===== config.mk =====
export PLATFORM = sky130hd
export DESIGN_NAME = mac_cfg_loader
export DESIGN_NICKNAME = d
export VERILOG_FILES = /design/src/rtl/mac_cfg_loader.sv
export SDC_FILE = /design/constraint.sdc
export NUM_CORES = 1
export LEC_CHECK = 0
export BUFFER_PORTS_ARGS = -buffer_cell sky130_fd_sc_hd__buf_2
export CELL_PAD_IN_SITES_DETAIL_PLACEMENT = 1
export CELL_PAD_IN_SITES_GLOBAL_PLACEMENT = 2
export CORE_AREA = 4 4 186 188
export CTS_BUF_LIST = sky130_fd_sc_hd__clkbuf_16
export CTS_CLUSTER_DIAMETER = 200
export DETAILED_ROUTE_END_ITERATION = 10
export DIE_AREA = 0 0 190 192
export GPL_ROUTABILITY_DRIVEN = 1
export PLACE_DENSITY = 0.9
export SLEW_MARGIN = 10
export SYNTH_ARGS = -nofsm -noshare
export SYNTH_HDL_FRONTEND = slang
export SYNTH_SLANG_ARGS = --single-unit

===== constraint.sdc =====
create_clock -name clk -period 4.8 [get_ports clk]
set_clock_uncertainty 0.1 [all_clocks]
set_input_delay 0.72 -clock clk [delete_from_list [all_inputs] [get_ports clk]]
set_output_delay 0.72 -clock clk [all_outputs]
set_load 0.03 [all_outputs]

===== src/rtl/mac_cfg_loader.sv =====
// Configuration front-end for mac_cluster: assembles an LSB-first chunk stream into
// the cluster cfg word, applies it with a cset pulse and gates the cluster enable.
module mac_cfg_loader #(
  parameter int MAC_CONF_WIDTH = 4,
  parameter int MAC_MIN_WIDTH  = 8,
  parameter int MAC_ACC_WIDTH  = 4 * MAC_MIN_WIDTH,
  parameter int IN_WIDTH       = 8,
  parameter int CSET_CYCLES    = 1
) (
  input  logic                                      clk,
  input  logic                                      reset,
  input  logic                                      in_valid,
  output logic                                      in_ready,
  input  logic [IN_WIDTH-1:0]                       in_data,
  input  logic                                      in_last,
  output logic [4*MAC_ACC_WIDTH+MAC_CONF_WIDTH-1:0] cfg,
  output logic                                      cset,
  output logic                                      mac_en,
  output logic                                      loaded,
  output logic                                      frame_err,
  output logic [1:0]                                state_dbg
);

  localparam int CFG_WIDTH  = 4 * MAC_ACC_WIDTH + MAC_CONF_WIDTH;
  localparam int NUM_CHUNKS = (CFG_WIDTH + IN_WIDTH - 1) / IN_WIDTH;
  localparam int SHADOW_W   = NUM_CHUNKS * IN_WIDTH;
  localparam int CNT_W      = (NUM_CHUNKS > 1) ? $clog2(NUM_CHUNKS) : 1;
  localparam int CC_W       = (CSET_CYCLES > 1) ? $clog2(CSET_CYCLES) : 1;

  // Handshake: a chunk transfers on a rising clk edge where in_valid && in_ready;
  // in_ready depends only on state, and in_data/in_last are ignored otherwise.
  typedef enum logic [1:0] {
    LOAD  = 2'd0,
    APPLY = 2'd1,
    RUN   = 2'd2
  } state_t;

  state_t                 state_q, state_d;
  logic [CNT_W-1:0]       count_q, count_d;
  logic [CC_W-1:0]        cset_cnt_q, cset_cnt_d;
  logic [SHADOW_W-1:0]    shadow_q, shadow_d;
  logic [CFG_WIDTH-1:0]   cfg_d;
  logic                   cset_d, mac_en_d, loaded_d, frame_err_d;
  logic [CNT_W-1:0]       wr_idx;
  logic                   accept, is_final;

  assign in_ready  = (state_q != APPLY);
  assign state_dbg = state_q;
  assign accept    = in_valid && in_ready;
  // A chunk accepted while running always starts a fresh word at index 0.
  assign wr_idx    = (state_q == RUN) ? '0 : count_q;
  assign is_final  = (wr_idx == CNT_W'(NUM_CHUNKS - 1));

  always_comb begin
    state_d     = state_q;
    count_d     = count_q;
    cset_cnt_d  = cset_cnt_q;
    shadow_d    = shadow_q;
    cfg_d       = cfg;
    cset_d      = 1'b0;
    mac_en_d    = mac_en;
    loaded_d    = loaded;
    frame_err_d = 1'b0;
    case (state_q)
      LOAD, RUN: begin
        if (accept) begin
          mac_en_d = 1'b0;
          loaded_d = 1'b0;
          state_d  = LOAD;
          shadow_d[int'(wr_idx) * IN_WIDTH +: IN_WIDTH] = in_data;
          if (in_last && is_final) begin
            cfg_d      = shadow_d[CFG_WIDTH-1:0];
            cset_d     = 1'b1;
            count_d    = '0;
            cset_cnt_d = '0;
            state_d    = APPLY;
          end else if (in_last || is_final) begin
            frame_err_d = 1'b1;
            count_d     = '0;
          end else begin
            count_d = wr_idx + CNT_W'(1);
          end
        end
      end
      APPLY: begin
        if (cset_cnt_q == CC_W'(CSET_CYCLES - 1)) begin
          mac_en_d = 1'b1;
          loaded_d = 1'b1;
          state_d  = RUN;
        end else begin
          cset_d     = 1'b1;
          cset_cnt_d = cset_cnt_q + CC_W'(1);
        end
      end
      default: state_d = LOAD;
    endcase
  end

  always_ff @(posedge clk) begin
    if (!reset) begin
      state_q    <= LOAD;
      count_q    <= '0;
      cset_cnt_q <= '0;
      shadow_q   <= '0;
      cfg        <= '0;
      cset       <= 1'b0;
      mac_en     <= 1'b0;
      loaded     <= 1'b0;
      frame_err  <= 1'b0;
    end else begin
      state_q    <= state_d;
      count_q    <= count_d;
      cset_cnt_q <= cset_cnt_d;
      shadow_q   <= shadow_d;
      cfg        <= cfg_d;
      cset       <= cset_d;
      mac_en     <= mac_en_d;
      loaded     <= loaded_d;
      frame_err  <= frame_err_d;
    end
  end

endmodule


Word-level counts from Yosys, hierarchy flattened. Cells that the tools add are included.

Flip-flop bits (word level): 279. Logic and storage cells: 55.

Add/subtract/negate cells: 3. Eq/ne operators: 7. Shift operators: 2. Mux-type cells: 20. Bitwise gates (word level): 3. Reductions and logical operators: 12.

Operators with widths (number): 136-bit bitwise mux (1); 8-bit by 33-bit variable shift with 136-bit output (first input constant) (1); 8-bit by 33-bit indexed part select with 136-bit output (1); 8-bit negator with 33-bit output (1); 5-bit two-way mux (3); 1-bit two-way mux (10); 3-bit AND reduction (3); 2-bit != test (second input constant) (3); 1-bit one-hot mux with 2 select lines (3); 5-bit by 1-bit adder with 5-bit output (second input constant) (1); 5-bit == test (second input constant) (1); 2-bit two-way mux (2); 2-bit one-hot mux with 2 select lines (1); 2-bit AND reduction (2); 4-bit OR reduction (1); 1-bit NOT (3); 2-bit by 1-bit == test with 1-bit output (second input constant) (1); 2-bit == test (second input constant) (1); 1-bit logical AND (2); 2-bit logical NOT (1); 2-bit by 1-bit != test with 1-bit output (second input constant) (1); 2-bit nonzero test (1); 2-bit OR reduction (1); 1-bit adder (second input constant) (1); 1-bit logical OR (1).

Longest topological paths before layout. Gate-level depths: netlist of the first run.

Depth after elaboration: 7. Gate-level depth with buffers: 16. Gate-level depth less buffers: 11.

Least setup slack after synthesis of the first run. Ideal clock, no wire load.

Path type: register to register. Start point: register state_q[0], in the netlist state_dbg[0]. End point: register shadow_q[62]. Setup time: 0.074 ns. Data arrival time: 3.525 ns. Slack: 1.101 ns. Stages on the path, launching flop included: 16. Path through: dfxtp_1 -> nand2b_2 -> buf_6 -> buf_4 -> buf_2 -> nand2_1 -> ha_1 -> inv_1 -> nor2_1 -> ha_1 -> clkbuf_1 -> and3_1 -> nor3b_1 -> buf_2 -> nand3_1 -> o21ai_0.

Cells in the longest elaborated chain, start to end: 5. Elaborated cells between the ends (all ways): 11. Those cells by class: add/sub: 1; eq/ne: 2; shift: 2; mux: 2; reduce/logical: 4.

Ends and longest elaborated chain: start: declaration (line 38) `state_t state_q, state_d;`; start signal: assignment (line 111) `state_q <= state_d;`; 2-bit == test (line 51, 64); 5-bit two-way mux (line 51) `assign wr_idx = (state_q == RUN) ? '0 : count_q;`; 8-bit negator with 33-bit output (line 70) `shadow_d[int'(wr_idx) * IN_WIDTH +: IN_WIDTH] = in_data;`; 8-bit by 33-bit indexed part select with 136-bit output / 8-bit by 33-bit variable shift with 136-bit output (equally long branches) (line 70); 136-bit bitwise mux (line 70); end signal: assignment (line 114) `shadow_q <= shadow_d;`; end: declaration (line 41) `logic [SHADOW_W-1:0] shadow_q, shadow_d;`.

Several ways; a longest one is shown, not always the timed one. A chain may end at the register's enable or synchronous reset.

Worst setup path in the final report of the first run.
Start point: register state_q[0], in the netlist state_dbg[0]. End point: register cfg[110].

Cells in the longest elaborated chain, start to end: 5. Elaborated cells between the ends (all ways): 13. Those cells by class: add/sub: 1; eq/ne: 3; shift: 2; mux: 2; reduce/logical: 5.

Ends and longest elaborated chain: 2-bit == test (line 51, 64); 5-bit two-way mux (line 51); 8-bit negator with 33-bit output / 5-bit == test (equally long branches) (line 70, 52); 8-bit by 33-bit indexed part select with 136-bit output, or another cell as far along (line 70); 136-bit bitwise mux / 3-bit AND reduction (equally long branches); end signal: assignment (line 115) `cfg <= cfg_d;`; end: declaration (line 16) `output logic [4*MAC_ACC_WIDTH+MAC_CONF_WIDTH-1:0] cfg,`.

Several ways; a longest one is shown, not always the timed one.

==> results of run 1 <==
==> worst max-delay path by stage <==
stage          cells after the start                 startpoint  slack (ps)                   endpoint
5_1_grt                           11  state_dbg[0]$_SDFFE_PN0P_         640   shadow_q[0]$_SDFFE_PN0P_
4_1_cts                           10  state_dbg[0]$_SDFFE_PN0P_         990      cfg[110]$_SDFFE_PN0P_
6_report                          10  state_dbg[0]$_SDFFE_PN0P_        1020      cfg[110]$_SDFFE_PN0P_
2_1_floorplan                     15  state_dbg[0]$_SDFFE_PN0P_        1100  shadow_q[62]$_SDFFE_PN0P_
3_3_place_gp                      10  state_dbg[0]$_SDFFE_PN0P_        1250      cfg[110]$_SDFFE_PN0P_
3_5_place_dp                      10  state_dbg[0]$_SDFFE_PN0P_        1040        cfg[0]$_SDFFE_PN0P_
==> through the flow <==
step / power [mW] / hold WS [ps] / cells / area [um2] / util
global placement: 2.539 / 335.0 / 1754 / 12330 / 0.3723
CTS: 4.815 / 356.5 / 1804 / 13290 / 0.4013
floorplan: 2.478 / 325.1 / 1253 / 11400 / -
finish: 4.769 / 350.4 / 1805 / 13290 / 0.4014
global route: 4.926 / 371.2 / 1805 / 13290 / 0.4014
detailed placement: 2.543 / 347.2 / 1754 / 12330 / 0.3723
==> worst min-delay path, stage by stage, from the launching register on <==
cell	delay [ps]
dfxtp_1	300
nand2_1	50
a21oi_1	50
==> area by class of cell <==
class	count	area, um2	area share
repair buffers	165	878.3	0.06609
clock inverters	19	182.7	0.01375
flip-flops and latches	274	5485	0.4127
clock buffers	31	775.7	0.05837
diodes	1	2.502	0.0001883
multi-input cells	860	5379	0.4047
well taps	448	560.5	0.04218
inverters	7	26.28	0.001977
==> layer usage <==
layer	share of wire	up-vias	GRT usage
met5	0.00052	-	0
met4	0.026	2	0.05537
met3	0.048	62	0.02872
met2	0.46	286	0.3325
met1	0.46	5092	0.2809
li1	-	4794	-
==> sequential cells by signal (all words and copies together) (netlist names) <==
signal     cells
cfg          132
shadow_q     132
count_q        5
state_dbg      2
cset           1
frame_err      1
loaded         1
==> cells in the final DEF, fill, tap and decap left out, types with 29 or more instances in the layout <==
cell / n
dfxtp_1: 274
clkbuf_16: 31
nand2_1: 116
nor2_1: 72
buf_2: 149
a221oi_1: 48
a22o_1: 32
o21ai_0: 198
nor3_1: 51
mux2i_1: 29
a21oi_1: 69
a211oi_1: 38
==> power breakdown <==
part / internal, mW / switching [mW]
sequential: 2.28 / 0.00349
clock: 1.33 / 0.948
combinational: 0.0535 / 0.160
==> cells by family (layout without fill, tap and decap cells) <==
| logic type | count (synthesis) | after routing | share of synthesized area |
|---|---|---|---|
| XOR/XNOR | 4 | 4 | 0.005377 |
| adder cells (fa/ha/maj) | 7 | 7 | 0.007679 |
| AO/OA/AOI/OAI | 458 | 458 | 0.2634 |
| flip-flops | 274 | 274 | 0.4810 |
| AND/OR/NAND/NOR | 361 | 361 | 0.1666 |
| other | 0 | 1 | 0 |
| multiplexers | 30 | 30 | 0.02644 |
| buffers and inverters | 119 | 222 | 0.04948 |
==> results.md, run 1 <==
- CTS tree: done
- Leakage: 5.422 nW
- Least-Margin Pin Slew: 1016 ps
- Sequential area share after synthesis: 0.4810
- Final-report setup violation count: 0
- Worst path cell trace: nand2b_2 > nand2_1 > ha_1 > inv_1 > nor2_1 > ha_1 > nand3_4 > buf_4 > a221oi_1 > nor2_1
- DRC: 0
- Remaining antenna violation count after routing: 0
- Initial Util: 0.3444
- Htree depth: 1
- Number of enable flip-flop cells after synthesis: 0
- Relative slew slack: 0.3177
- All-Layer GR Usage: 0.2028
- IO Pins: 151
- Top FF cell, synth: dfxtp_1
- Share of layout cells above drive strength 1: 0.1858
- Synth area leaders: dfxtp_1 48%, o21ai_0 8.7%, nand2_1 3.8%
- Cts hold-fix bufs: 0
- Maximum capacitance violations: 0
- Count leader, synth: dfxtp_1
- CP arrival: 4120 ps
- Fin Setup TNS: 0 ps
- Critical path startpoint category: register
- PD cells: 358.8 nW/um2
- Fillers: 3851
- Final setup margin: 1016 ps
- Minimum clock period: 3784 ps
- Via-to-Cell Ratio: 5.671
- Pins Over Slew Limit: 0
- Post-Syn Instances: 1253
- Postcts setup bufs: 0
- Fin crit share: 0.7884
- RSZ-0062 raised after global routing: false
- Core area: 33110 um2
- Routed length per instance: 21.39 um
- Kind of critical path: register to register
- Largest stage delay, worst path: 470 ps
- Clock-pin slew on the worst setup and hold paths: 60 ps
- Worst VDD drop: 0.2562 mV
- WP buf/inv: 2
- Reg2reg end: cfg[110]$_SDFFE_PN0P_
- Nets@finish: 1358
- Vias in the first global route: 10120
- Placed wire-length estimate: 26.12 mm
- Async S/R FF share, synth: 0
- Final Hold Viols: 0
- Top post-synthesis cells by count: 274 x dfxtp_1, 198 x o21ai_0, 116 x nand2_1
- Cell family with most CP delay: simple AND/OR/NAND/NOR gates
- Longest Clk Path Bufs: 3
- Reg2reg setup slack: 1020 ps
- Hold EP: cfg[64]$_SDFFE_PN0P_
- HP Start: shadow_q[64]$_SDFFE_PN0P_
- Die X: 190 um
- Resized cells post-CTS: 0
- Via count: 10240
- CP Max Fanout: 48
- Syn Area/Cell: 9.102 um2
- Hold depth: 2
- Reg2reg path depth: 10
- Cts bufs inserted: 31
- Status: completed
- Final WL: 38.60 mm
- Critical Path RT: 5130 ps
- Clock Latency Late Sink: 580 ps
- Overflow after GRT: 0
- Largest net degree at the start of global routing: 106
- Synth-to-Final Area Change: 16.53%
- GP Congestion: 0.8398
- Synth top area share: 0.4810
- Synth Cell Area: 11400 um2
- Synthesized Nets: 1272
- Min-delay worst type: register to register
- CP max stage cell: buf_4
- Synthesis-stage register bit count: 274
- Max Fclk: 264.3 MHz
- First-pass GRT wire length: 59.75 mm
- Leading area contributor after synthesis: dfxtp_1
- Core Rows: 67
- Post-place setup slack: 1045 ps
- Die Span Y: 192 um
- Number of port buffers: 150
- Root buffer cell: clkbuf_16
- Cell variety after synth: 64
- DR pass1 iterations: 5
- R2r startpoint: state_dbg[0]$_SDFFE_PN0P_
- Yosys warns: 0
- Crit end category: register
- Initial antenna violation count: 2
- Die Area: 36480 um2
- Clk sinks: 274
- Initial drt markers: 745
(Power assumes the default switching activity.)
==> run 2: changes to the inputs <==
--- a/config.mk
+++ b/config.mk
@@ -8,13 +8,13 @@
 export BUFFER_PORTS_ARGS = -buffer_cell sky130_fd_sc_hd__buf_2
 export CELL_PAD_IN_SITES_DETAIL_PLACEMENT = 1
 export CELL_PAD_IN_SITES_GLOBAL_PLACEMENT = 2
-export CORE_AREA = 4 4 186 188
+export CORE_AREA = 4 4 194 196
 export CTS_BUF_LIST = sky130_fd_sc_hd__clkbuf_16
 export CTS_CLUSTER_DIAMETER = 200
 export DETAILED_ROUTE_END_ITERATION = 10
-export DIE_AREA = 0 0 190 192
+export DIE_AREA = 0 0 198 200
 export GPL_ROUTABILITY_DRIVEN = 1
-export PLACE_DENSITY = 0.9
+export PLACE_DENSITY = 0.87
 export SLEW_MARGIN = 10
 export SYNTH_ARGS = -nofsm -noshare
 export SYNTH_HDL_FRONTEND = slang
==> constraint.sdc (replaced) <==
create_clock -name clk -period 3.4 [get_ports clk]
set_clock_uncertainty 0.1 [all_clocks]
set_input_delay 0.51 -clock clk [delete_from_list [all_inputs] [get_ports clk]]
set_output_delay 0.51 -clock clk [all_outputs]
set_load 0.03 [all_outputs]
==> results.md, run 2 (synthesis gave the netlist of run 1 again) <==
- Status: completed
- Largest net degree at the start of global routing: 181 (+71%)
- Reg2reg end: shadow_q[3]$_SDFFE_PN0P_
- Die Span Y: 200 um (+4.2%)
- CP startpoint: state_dbg[0]$_SDFFE_PN0P_
- Relative slew slack: 0.4486 (+0.1309)
- Final-report setup violation count: 0 (unchanged)
- Core Rows: 70 (+4.5%)
- Cts bufs inserted: 30 (-3.2%)
- Vias in the first global route: 10380 (+2.6%)
- Routed length per instance: 21.50 um (+0.55%)
- IO Pins: 151 (unchanged)
- Design Power: 6.660 mW (+40%)
- Via count: 10240 (+0.039%)
- Number of port buffers: 150 (unchanged)
- Clk sinks: 274 (unchanged)
- CTS tree: done
- PD cells: 490.6 nW/um2 (+37%)
- Reg2reg path depth: 12 (+2)
- Maximum capacitance violations: 0 (unchanged)
- Initial drt markers: 663 (-11%)
- Crit end category: register
- Commonest non-fill, non-tap cells in the layout: 272 x dfxtp_1, 198 x o21ai_0, 149 x buf_2
- Critical Path RT: 3800 ps (-1330 ps)
- Worst VDD drop: 0.3779 mV (+48%)
- First-pass GRT wire length: 61.52 mm (+3.0%)
- Clock-pin slew on the worst setup and hold paths: 60 ps (about the same)
- Core area: 36080 um2 (+9.0%)
- Final Hold Viols: 0 (unchanged)
- Post-Layout Inst Area: 13580 um2 (+2.1%)
- Pins Over Slew Limit: 0 (unchanged)
- Post-place setup slack: 206.1 ps (-838.8 ps)
- Fin Setup TNS: 0 ps (unchanged)
- Reg2reg setup slack: 200 ps (-810 ps)
- Longest Clk Path Bufs: 3 (unchanged)
- Remaining antenna violation count after routing: 0 (unchanged)
- Hold WS: 231.0 ps (-119.4 ps)
- Final WL: 39.89 mm (+3.3%)
- Hold EP: frame_err$_SDFF_PP0_
- Hold depth: 3 (+1)
- Share of layout cells above drive strength 1: 0.2078 (+0.02195)
- HP Start: in_last
- Nets@finish: 1382 (+1.8%)
- CP Max Fanout: 16 (-67%)
- Via-to-Cell Ratio: 5.520 (-2.7%)
- Root buffer cell: clkbuf_16
- Cts hold-fix bufs: 0 (unchanged)
- Critical path startpoint category: register
- Initial antenna violation count: 2 (unchanged)
- DRC: 0 (unchanged)
- Fin crit share: 0.9402 (+0.1519)
- Clock Latency Late Sink: 570 ps (about the same)
- Initial Util: 0.3161 (-0.02836)
- Final setup margin: 203.3 ps (-812.6 ps)
- Max Fclk: 312.8 MHz (+18%)
- Dpl cell area: 12580 um2 (+2.0%)
- Min-delay worst type: input pin to register
- DR pass1 iterations: 5 (unchanged)
- Most common cell after layout, fill and taps aside: dfxtp_1
- Kind of critical path: register to register
- R2r startpoint: state_dbg[0]$_SDFFE_PN0P_
- Least-Margin Pin Slew: 827.1 ps (-188.7 ps)
- CP arrival: 3600 ps (-520 ps)
- Synth-to-Final Area Change: 19.03%
- Die X: 198 um (+4.2%)
- GP Congestion: 0.8474 (+0.90%)
- Leakage: 5.557 nW (+2.5%)
- Minimum clock period: 3197 ps (-587.4 ps)
- All-Layer GR Usage: 0.1930 (-0.009846)
- Regs by FF count: cfg: 132 flops, shadow_q: 132 flops, count_q: 5 flops
- Die Area: 39600 um2 (+8.6%)
- Overflow after GRT: 0 (unchanged)
- Placed wire-length estimate: 27.32 mm (+4.6%)
- Htree depth: 1 (unchanged)
run 2: worst max-delay path, cell delays in order, from the launching register on:
cell      delay [ps]
dfxtp_2          340
nand2b_2         190
nand2_1          180
ha_4             240
inv_1            110
nor2_1           200
ha_1             370
nand2b_1         240
a211oi_1         370
nor4b_4          300
buf_4            260
nand4_1          120
o21ai_0          120
run 2: per-stage QoR:
step	std cells	util
global route	1854	0.3761
floorplan	1253	-
global placement	1796	0.3486
CTS	1851	0.3743
detailed placement	1796	0.3486
finish	1855	0.3762
run 2: power by group:
group | internal [mW] | switching (mW) | total, mW
Combinational | 0.0878 | 0.233 | 0.321
Clock | 1.75 | 1.37 | 3.12
Sequential | 3.22 | 0.00396 | 3.22
run 2: cell type report:
cell class,instances,area (um2)
tap,468,585.6
clock inverter,25,177.7
sequential,274,5488
timing repair buffer,190,1116
clock buffer,30,750.7
fill,4185,22510
multi-input combinational,860,5429
inverter,7,26.28
antenna,1,2.502
run 2: how the worst max path moves through the flow:
stage / slack [ps] / cells past startpoint / endpoint
floorplan: 9 / 16 / shadow_q[6]$_SDFFE_PN0P_
global placement: 410 / 11 / shadow_q[12]$_SDFFE_PN0P_
detailed placement: 210 / 11 / shadow_q[41]$_SDFFE_PN0P_
CTS: 80 / 11 / shadow_q[40]$_SDFFE_PN0P_
global route: -5 / 12 / shadow_q[4]$_SDFFE_PN0P_
finish: 200 / 12 / shadow_q[3]$_SDFFE_PN0P_
run 2: per-layer routing:
metal / vias up / part of all wire / global-route usage
li1: 4843 / - / -
met1: 5028 / 0.44 / 0.2594
met2: 282 / 0.48 / 0.3207
met3: 83 / 0.056 / 0.03760
met4: 4 / 0.028 / 0.05024
met5: - / 0.00068 / 0
run 2: repair_timing:
| action | CTS | global route |
|---|---|---|
| endpoints found under the setup margin | 0 | 45 |
| gates resized for setup | 0 | 5 |
| setup buffers | 0 | 3 |
